==> src/rtl/snn_step_sequencer_if.sv <==
// Request/result handshake between the timestep sequencer and the shared LIF neuron datapath.
// The sequencer is the master; the datapath is the slave.
interface snn_step_sequencer_if #(
  parameter int IDX_W = 3
) ();
  logic             upd_valid;
  logic             upd_ready;
  logic [IDX_W-1:0] upd_idx;
  logic             upd_spike_in;
  logic             res_valid;
  logic             res_fire;

  modport master (
    output upd_valid, upd_idx, upd_spike_in,
    input  upd_ready, res_valid, res_fire
  );

  modport slave (
    input  upd_valid, upd_idx, upd_spike_in,
    output upd_ready, res_valid, res_fire
  );
endinterface

==> src/rtl/snn_step_sequencer.sv <==
// Timestep controller: a prescaler tick starts a sweep of the shared neuron datapath
// over all neurons in index order, and the fire results are committed as one spike vector.
module snn_step_sequencer #(
  parameter int N_NEURONS   = 8,
  parameter int IDX_W       = 3,
  parameter int TICK_PERIOD = 32,
  parameter int CNT_W       = 8
) (
  input  logic                  clk,
  input  logic                  rst_n,
  input  logic                  ena,
  input  logic [N_NEURONS-1:0]  in_spikes,
  input  logic                  clr_overrun,
  snn_step_sequencer_if.master  upd,
  output logic [N_NEURONS-1:0]  out_spikes,
  output logic                  spike_strobe,
  output logic                  busy,
  output logic                  overrun,
  output logic [CNT_W-1:0]      step_count
);

  typedef enum logic [1:0] {IDLE, ISSUE, WAIT, COMMIT} state_t;

  state_t               state_reg, state_next;
  logic [CNT_W-1:0]     cnt_reg;
  logic [IDX_W-1:0]     idx_reg;
  logic [N_NEURONS-1:0] pend_reg, snap_reg, fire_acc_reg;
  logic                 tick, start, last;

  assign tick  = ena && (cnt_reg == CNT_W'(TICK_PERIOD - 1));
  assign start = tick && (state_reg == IDLE);
  assign last  = (idx_reg == IDX_W'(N_NEURONS - 1));

  assign upd.upd_valid    = (state_reg == ISSUE);
  assign upd.upd_idx      = (state_reg == ISSUE) ? idx_reg : '0;
  assign upd.upd_spike_in = (state_reg == ISSUE) && snap_reg[idx_reg];
  assign busy             = (state_reg != IDLE);

  always_ff @(posedge clk or negedge rst_n) begin
    if (!rst_n) begin
      state_reg <= IDLE;
    end else begin
      state_reg <= state_next;
    end
  end

  always_comb begin
    state_next = state_reg;
    case (state_reg)
      IDLE:    if (tick) state_next = ISSUE;
      ISSUE:   if (upd.upd_ready) state_next = WAIT;
      WAIT:    if (upd.res_valid) state_next = last ? COMMIT : ISSUE;
      COMMIT:  state_next = IDLE;
      default: state_next = IDLE;
    endcase
  end

  always_ff @(posedge clk or negedge rst_n) begin
    if (!rst_n) begin
      cnt_reg <= '0;
    end else if (ena) begin
      cnt_reg <= tick ? '0 : cnt_reg + CNT_W'(1);
    end
  end

  // Spikes arriving on the starting tick go to the next step, never into this snapshot.
  always_ff @(posedge clk or negedge rst_n) begin
    if (!rst_n) begin
      pend_reg <= '0;
      snap_reg <= '0;
    end else if (start) begin
      snap_reg <= pend_reg;
      pend_reg <= in_spikes;
    end else begin
      pend_reg <= pend_reg | in_spikes;
    end
  end

  always_ff @(posedge clk or negedge rst_n) begin
    if (!rst_n) begin
      idx_reg      <= '0;
      fire_acc_reg <= '0;
      out_spikes   <= '0;
      step_count   <= '0;
      spike_strobe <= 1'b0;
    end else begin
      spike_strobe <= (state_reg == COMMIT);
      if (start) begin
        idx_reg      <= '0;
        fire_acc_reg <= '0;
      end
      if (state_reg == WAIT && upd.res_valid) begin
        fire_acc_reg[idx_reg] <= upd.res_fire;
        if (!last) idx_reg <= idx_reg + IDX_W'(1);
      end
      if (state_reg == COMMIT) begin
        out_spikes <= fire_acc_reg;
        step_count <= step_count + CNT_W'(1);
      end
    end
  end

  // A dropped tick outranks a simultaneous clear so no overrun goes unreported.
  always_ff @(posedge clk or negedge rst_n) begin
    if (!rst_n) begin
      overrun <= 1'b0;
    end else if (tick && state_reg != IDLE) begin
      overrun <= 1'b1;
    end else if (clr_overrun) begin
      overrun <= 1'b0;
    end
  end

endmodule

==> src/flat_wrapper.sv <==
// flat-port wrapper written by rule: the top's interface ports become plain ports
module snn_step_sequencer_flat 
#(
  parameter int N_NEURONS   = 8,
  parameter int IDX_W       = 3,
  parameter int TICK_PERIOD = 32,
  parameter int CNT_W       = 8
)
  (clk, rst_n, ena, in_spikes, clr_overrun, out_spikes, spike_strobe, busy, overrun, step_count, upd_upd_valid, upd_upd_idx, upd_upd_spike_in, upd_upd_ready, upd_res_valid, upd_res_fire);
  snn_step_sequencer_if #(.IDX_W(IDX_W)) upd_i ();
  input  logic clk;
  input  logic rst_n;
  input  logic ena;
  input  logic [N_NEURONS-1:0] in_spikes;
  input  logic clr_overrun;
  output logic [N_NEURONS-1:0] out_spikes;
  output logic spike_strobe;
  output logic busy;
  output logic overrun;
  output logic [CNT_W-1:0] step_count;
  output wire logic [$bits(upd_i.upd_valid)-1:0] upd_upd_valid;
  output wire logic [$bits(upd_i.upd_idx)-1:0] upd_upd_idx;
  output wire logic [$bits(upd_i.upd_spike_in)-1:0] upd_upd_spike_in;
  input wire logic [$bits(upd_i.upd_ready)-1:0] upd_upd_ready;
  input wire logic [$bits(upd_i.res_valid)-1:0] upd_res_valid;
  input wire logic [$bits(upd_i.res_fire)-1:0] upd_res_fire;
  assign upd_upd_valid = upd_i.upd_valid;
  assign upd_upd_idx = upd_i.upd_idx;
  assign upd_upd_spike_in = upd_i.upd_spike_in;
  assign upd_i.upd_ready = upd_upd_ready;
  assign upd_i.res_valid = upd_res_valid;
  assign upd_i.res_fire = upd_res_fire;
  snn_step_sequencer #(.N_NEURONS(N_NEURONS), .IDX_W(IDX_W), .TICK_PERIOD(TICK_PERIOD), .CNT_W(CNT_W)) u_core (.clk(clk), .rst_n(rst_n), .ena(ena), .in_spikes(in_spikes), .clr_overrun(clr_overrun), .upd(upd_i), .out_spikes(out_spikes), .spike_strobe(spike_strobe), .busy(busy), .overrun(overrun), .step_count(step_count));
endmodule
==> config.mk <==
export PLATFORM = sky130hd
export DESIGN_NAME = snn_step_sequencer_flat
export DESIGN_NICKNAME = d
export VERILOG_FILES = /design/src/rtl/snn_step_sequencer_if.sv /design/src/rtl/snn_step_sequencer.sv /design/src/flat_wrapper.sv
export SDC_FILE = /design/constraint.sdc
export NUM_CORES = 1
export LEC_CHECK = 0
export CAP_MARGIN = 20
export CORE_ASPECT_RATIO = 0.6
export CORE_MARGIN = 3
export CORE_UTILIZATION = 35
export DETAILED_ROUTE_END_ITERATION = 10
export PLACE_DENSITY_LB_ADDON = 0.05
export SLEW_MARGIN = 20
export SYNTH_ARGS = -nofsm -noshare
export SYNTH_HDL_FRONTEND = slang
export SYNTH_SLANG_ARGS = --single-unit
==> constraint.sdc <==
create_clock -name clk -period 3.5 [get_ports clk]
set_input_delay 0.875 -clock clk [delete_from_list [all_inputs] [get_ports clk]]
set_output_delay 0.875 -clock clk [all_outputs]
set_load 0.05 [all_outputs]
==> After elaboration in Yosys (flattened, before gate mapping) <==
Index checks and enable logic that the tools add are counted.
{ "op_classes": {"add_sub_neg": 3, "magnitude_cmp": 2, "muxes": 20, "bitwise": 1, "n_eq_ne": 8, "reduce_logical": 10} }
{ "ops": {"columns": ["op", "count"], "rows": [
  ["$mux W8", 4],
  ["$add A8 B1 Y8 const B", 2],
  ["$mux W3", 4],
  ["$bwmux W8", 1],
  ["$eq A8 B5 Y1 const B", 1],
  ["$mux W2", 4],
  ["$or A8 B8 Y8", 1],
  ["$pmux W2 S4", 1],
  ["$logic_and A1 B1 Y1", 6],
  ["$eq A2 B2 Y1 const B", 2],
  ["$lt A3 B4 Y1 const B", 1],
  ["$mux W1", 4],
  ["$ne A2 B1 Y1 const B", 2],
  ["$reduce_bool A2 Y1", 2],
  ["$add A3 B1 Y3 const B", 1],
  ["$bmux W1 S3", 1],
  ["$demux W1 S3", 1],
  ["$eq A3 B3 Y1 const B", 1],
  ["$ge A3 B1 Y1 const B", 1],
  ["$reduce_and A3 Y1", 1],
  ["$eq A2 B1 Y1 const B", 1],
  ["$logic_not A2 Y1", 1],
  ["$ne A2 B2 Y1 const B", 1]
]} }
{ "totals": {"reg_bits": 55, "word_cells": 54} }

==> Longest topological paths before layout <==
{ "logic_depth": {"word_depth": 6, "depth_mapped": 8, "ltp_nobuf": 5} }

==> Worst setup path after synthesis <==
OpenSTA, ideal clock, no wires.
{ "synth_path": {"path_type": "reg2out", "start": "reg u_core.idx_reg[1]", "end": "out upd_upd_spike_in", "required_ns": 2.625, "path_stages_with_launch": 6, "arrival_time_ns": 1.677, "n_path_buf": 1, "path_slack_ns": 0.948, "path_cell_list": "dfrtp_1 -> buf_2 -> mux2i_1 -> o22ai_1 -> a21oi_1 -> a21oi_1"} }
{ "synth_via": {"elab_chain_cells": 3} }
{ "synth_rtl": {"columns": ["item", "line_no", "source"], "rows": [
  ["start, declared", "snn_step_sequencer.sv:26", "logic [IDX_W-1:0] idx_reg;"],
  ["start signal, assigned", "snn_step_sequencer.sv:94", "if (!last) idx_reg <= idx_reg + IDX_W'(1);"],
  ["$bmux W1 S3", "snn_step_sequencer.sv:36", "assign upd.upd_spike_in = (state_reg == ISSUE) && snap_reg[idx_reg];"],
  ["$mux W1 (implied by the code)", "snn_step_sequencer.sv:36", null],
  ["$logic_and A1 B1 Y1", "snn_step_sequencer.sv:36", null],
  ["end, declared", "flat_wrapper.sv:23", "output wire logic [$bits(upd_i.upd_spike_in)-1:0] upd_upd_spike_in;"]
]} }
Every way passes these cells. The select of a mux whose other input is x is not followed.

==> Worst setup path in the final report <==
Ends and elaborated chain as after synthesis.

==> results by group <==
STA
  • Final Skew: 0.003837 ns
  • Slew headroom: 64.45%
  • Fmax: 304.7 MHz
  • Slew @ Worst Pin: 0.5316 ns
  • Fin. Hold Viols: 0
  • Max-slew violation total from the final report: 0
  • Tcrit/Tclk final: 93.77%
  • Worst hold-check slack: 0.4015 ns
  • Setup Viol. Count Final: 0
  • PnR worst setup slack: 0.2179 ns
  • Post-layout min period: 3.282 ns
  • Setup TNS: 0 ns
  • RSZ-0062 raised after global routing: no

Logic synthesis
  • Syn avg cell area: 11.54 sq um
  • Synth unique cells: 39
  • Synth Warn #: 0
  • Largest cells by area after synthesis: dfrtp_1, nand2_1, mux2_4
  • Synthesized area: 2435 sq um
  • Synth top area share: 56.53%
  • Cells after Synth: 211
  • Synth area leader: dfrtp_1
  • Mapped Nets: 230
  • Sequential share of the synthesized area: 56.53%
  • FF+latch count, synth: 55

CTS
  • CTS tree: built
  • Clock Latency Late Sink: 0.29 ns
  • H-tree Lvls: 2
  • Post-CTS Setup Bufs: 0
  • CTS resizes: 0
  • CTS max path bufs: 2
  • Reg clk slew, reported paths: 0.06 ns
  • CTS buffer count: 5
  • CTS Hold Bufs: 0
  • CTS root buf: clkbuf_16
  • Clock sinks: between 50 and 60

Global routing
  • Vias in the first global route: 1,656
  • First-pass GRT wire length: about 8200 um
  • Routing usage on met3: 4.017%
  • Largest net degree at the start of global routing: 27
  • Total Routing Usage GR: between 10% and 20%
  • Gr ovfl total: 0
  • Busiest grt layer: met1
  • Antenna violations before repair: 0
  • GR Util met1: a little under a fifth
  • Met2 GRT Util: a little under a fifth

Setup path
  • Crit Path Max Fanout: 14
  • Max incr delay on CP: just over 0.8 ns
  • Crit path capture type: output pin
  • Critical Path AT: between 2 and 2.5 ns
  • CP max stage cell: clkdlybuf4s50_1
  • CP Buf/Inv Count: 1
  • Required @ worst endpoint: 2.62 ns
  • Most frequent cell on the critical path: a21oi_1
  • CP Launch Type: flop
  • Cell Chain, Critical Path: nand2b_1 > o22ai_1 > a21oi_1 > a21oi_1 > clkdlybuf4s50_1
  • Crit Path Category: flop to output pin
  • CP delay by family, top: buffers and inverters

Placed design
  • Inst Count DP: 326
  • Placed cell areas: ~2900 sq um
  • Placer Congestion: approximately 0.71
  • Pre-CTS setup slack: between 0.5 and 0.6 ns
  • Port-buffer cells: 38
  • Hpwl dp: 3447 um

Floorplan
  • Die W: 113.7 um
  • Die area: 8026 sq um
  • Core area: roughly 6400 sq um
  • # rows: 22
  • Starting Density: 37.96%
  • Die Y: 70.61 um
  • I/O pin cnt: 39

Cells and area
  • Non-Filler Instances: 332
  • Layout area overhead: 22.92%
  • Area of the multi-input gates: 962.2 sq um
  • Layout Nets: ~270
  • Fraction of layout cells with a size suffix above 1: 10.89%
  • FILL cells: 622
  • FF/Latch Area: around 1400 sq um
  • Diode count: 0
  • Design Area, Final: 2993 sq um

Routing
  • Post-Route WL: 4663 um
  • DRC viols: 0
  • Post-route ant nets: 0
  • DR vias/cell: 4.858
  • Pre-Repair DR Iteration Count: 4
  • WL per Instance: 14.05 um
  • Via count: about 1,600
  • Initial DRC count: between 100 and 150

Run status
  • Status: completed

Worst hold path
  • HP Class: primary input to async pin

Pwr
  • P_leak: about 1.3 nW
  • Power density cells: 616.4 nW/um^2
  • Peak supply drop: about 0.21 mV

Run
  • Maxcap violations: 0
[power breakdown]
group | switching (mW) | internal, mW | total (mW) | leakage, nW
Sequential | 0.123 | 0.763 | 0.886 | 0.703
Clock | 0.202 | 0.258 | 0.460 | 0.0628
Combinational | 0.263 | 0.237 | 0.499 | 0.562
[per-layer routing]
metal / up-vias / wire length [um]
li1: 801 / -
met1: 770 / 2452
met2: 34 / 1914
met3: 8 / 239
met4: 0 / 57
met5: - / 0
[cell type report]
type	instances	share of cell area, %
repair buffers	40	13.04
flip-flops and latches	55	45.99
inverters	8	1.003
multi-input cells	139	32.15
well taps	84	3.512
clock buffers	6	4.306
[final timing paths]
path / start / end / slack [ns] / depth (start not counted)
hold reg to reg: u_core.fire_acc_reg[6] / u_core.out_spikes[6] / 0.47 / 2
hold / removal: rst_n / u_core.pend_reg[0] / 0.40 / 1
setup reg to reg: u_core.idx_reg[1] / u_core.idx_reg[0] / 1.73 / 5
max in group asynchronous: rst_n / u_core.step_count[2] / 2.54 / 2
setup / recovery: u_core.idx_reg[1] / upd_upd_spike_in / 0.22 / 5
min in group clk: u_core.fire_acc_reg[6] / u_core.out_spikes[6] / 0.47 / 2
[worst reg2reg max path, stage by stage, from the launching register on]
cell,delay [ns]
dfrtp_1,0.55
ha_1,0.27
ha_1,0.20
nand3b_1,0.28
or2_2,0.33
o21ai_0,0.07
[placed cells by master (no fill, tap or decap), drive strengths merged, types with 3 or more instances in the layout]
| master | n |
|---|---|
| and2 | 5 |
| a21o | 9 |
| mux2i | 3 |
| xor2 | 5 |
| nand4 | 5 |
| buf | 3 |
| o32ai | 6 |
| xnor2 | 7 |
| clkbuf | 6 |
| nor2 | 6 |
| nand2 | 38 |
| inv | 8 |
| ha | 4 |
| dfrtp | 55 |
| nand3 | 4 |
| o22ai | 4 |
| clkdlybuf4s50 | 37 |
| nand2b | 4 |
| mux2 | 10 |
| o21ai | 9 |
| and3 | 3 |
[stage by stage]
stage | power (mW) | util (%)
final | 1.845 | 46.66
after global routing | 1.968 | 46.66
after CTS | 1.877 | 46.66
after detailed placement | 1.401 | 44.65
after global placement | 1.398 | 44.65
after floorplan | 1.250 | -
[cells in the mapped netlist, drive strengths merged]
cell	count
dfrtp	55
nand2	38
mux2	10
a21o	9
o21ai	9
inv	8
xnor2	7
nor2	6
o32ai	6
and2	5
buf	5
nand4	5
xor2	5
clkbuf	4
ha	4
nand2b	4
nand3	4
o22ai	4
and3	3
mux2i	3
a21oi	2
a22o	2
nand3b	2
nor3	2
o31ai	2
or2	2
a211oi	1
nor2b	1
o211ai	1
or3	1
or4	1
[logic make-up after synthesis]
group	after synthesis	share of synthesized area (%)
simple gates	74	14.95
flops	55	56.53
compound gates	36	11.10
buf+inv	17	3.957
mux	13	7.092
xor+xnor	12	4.317
fa+ha+maj	4	2.056
(Power assumes the default switching activity.)
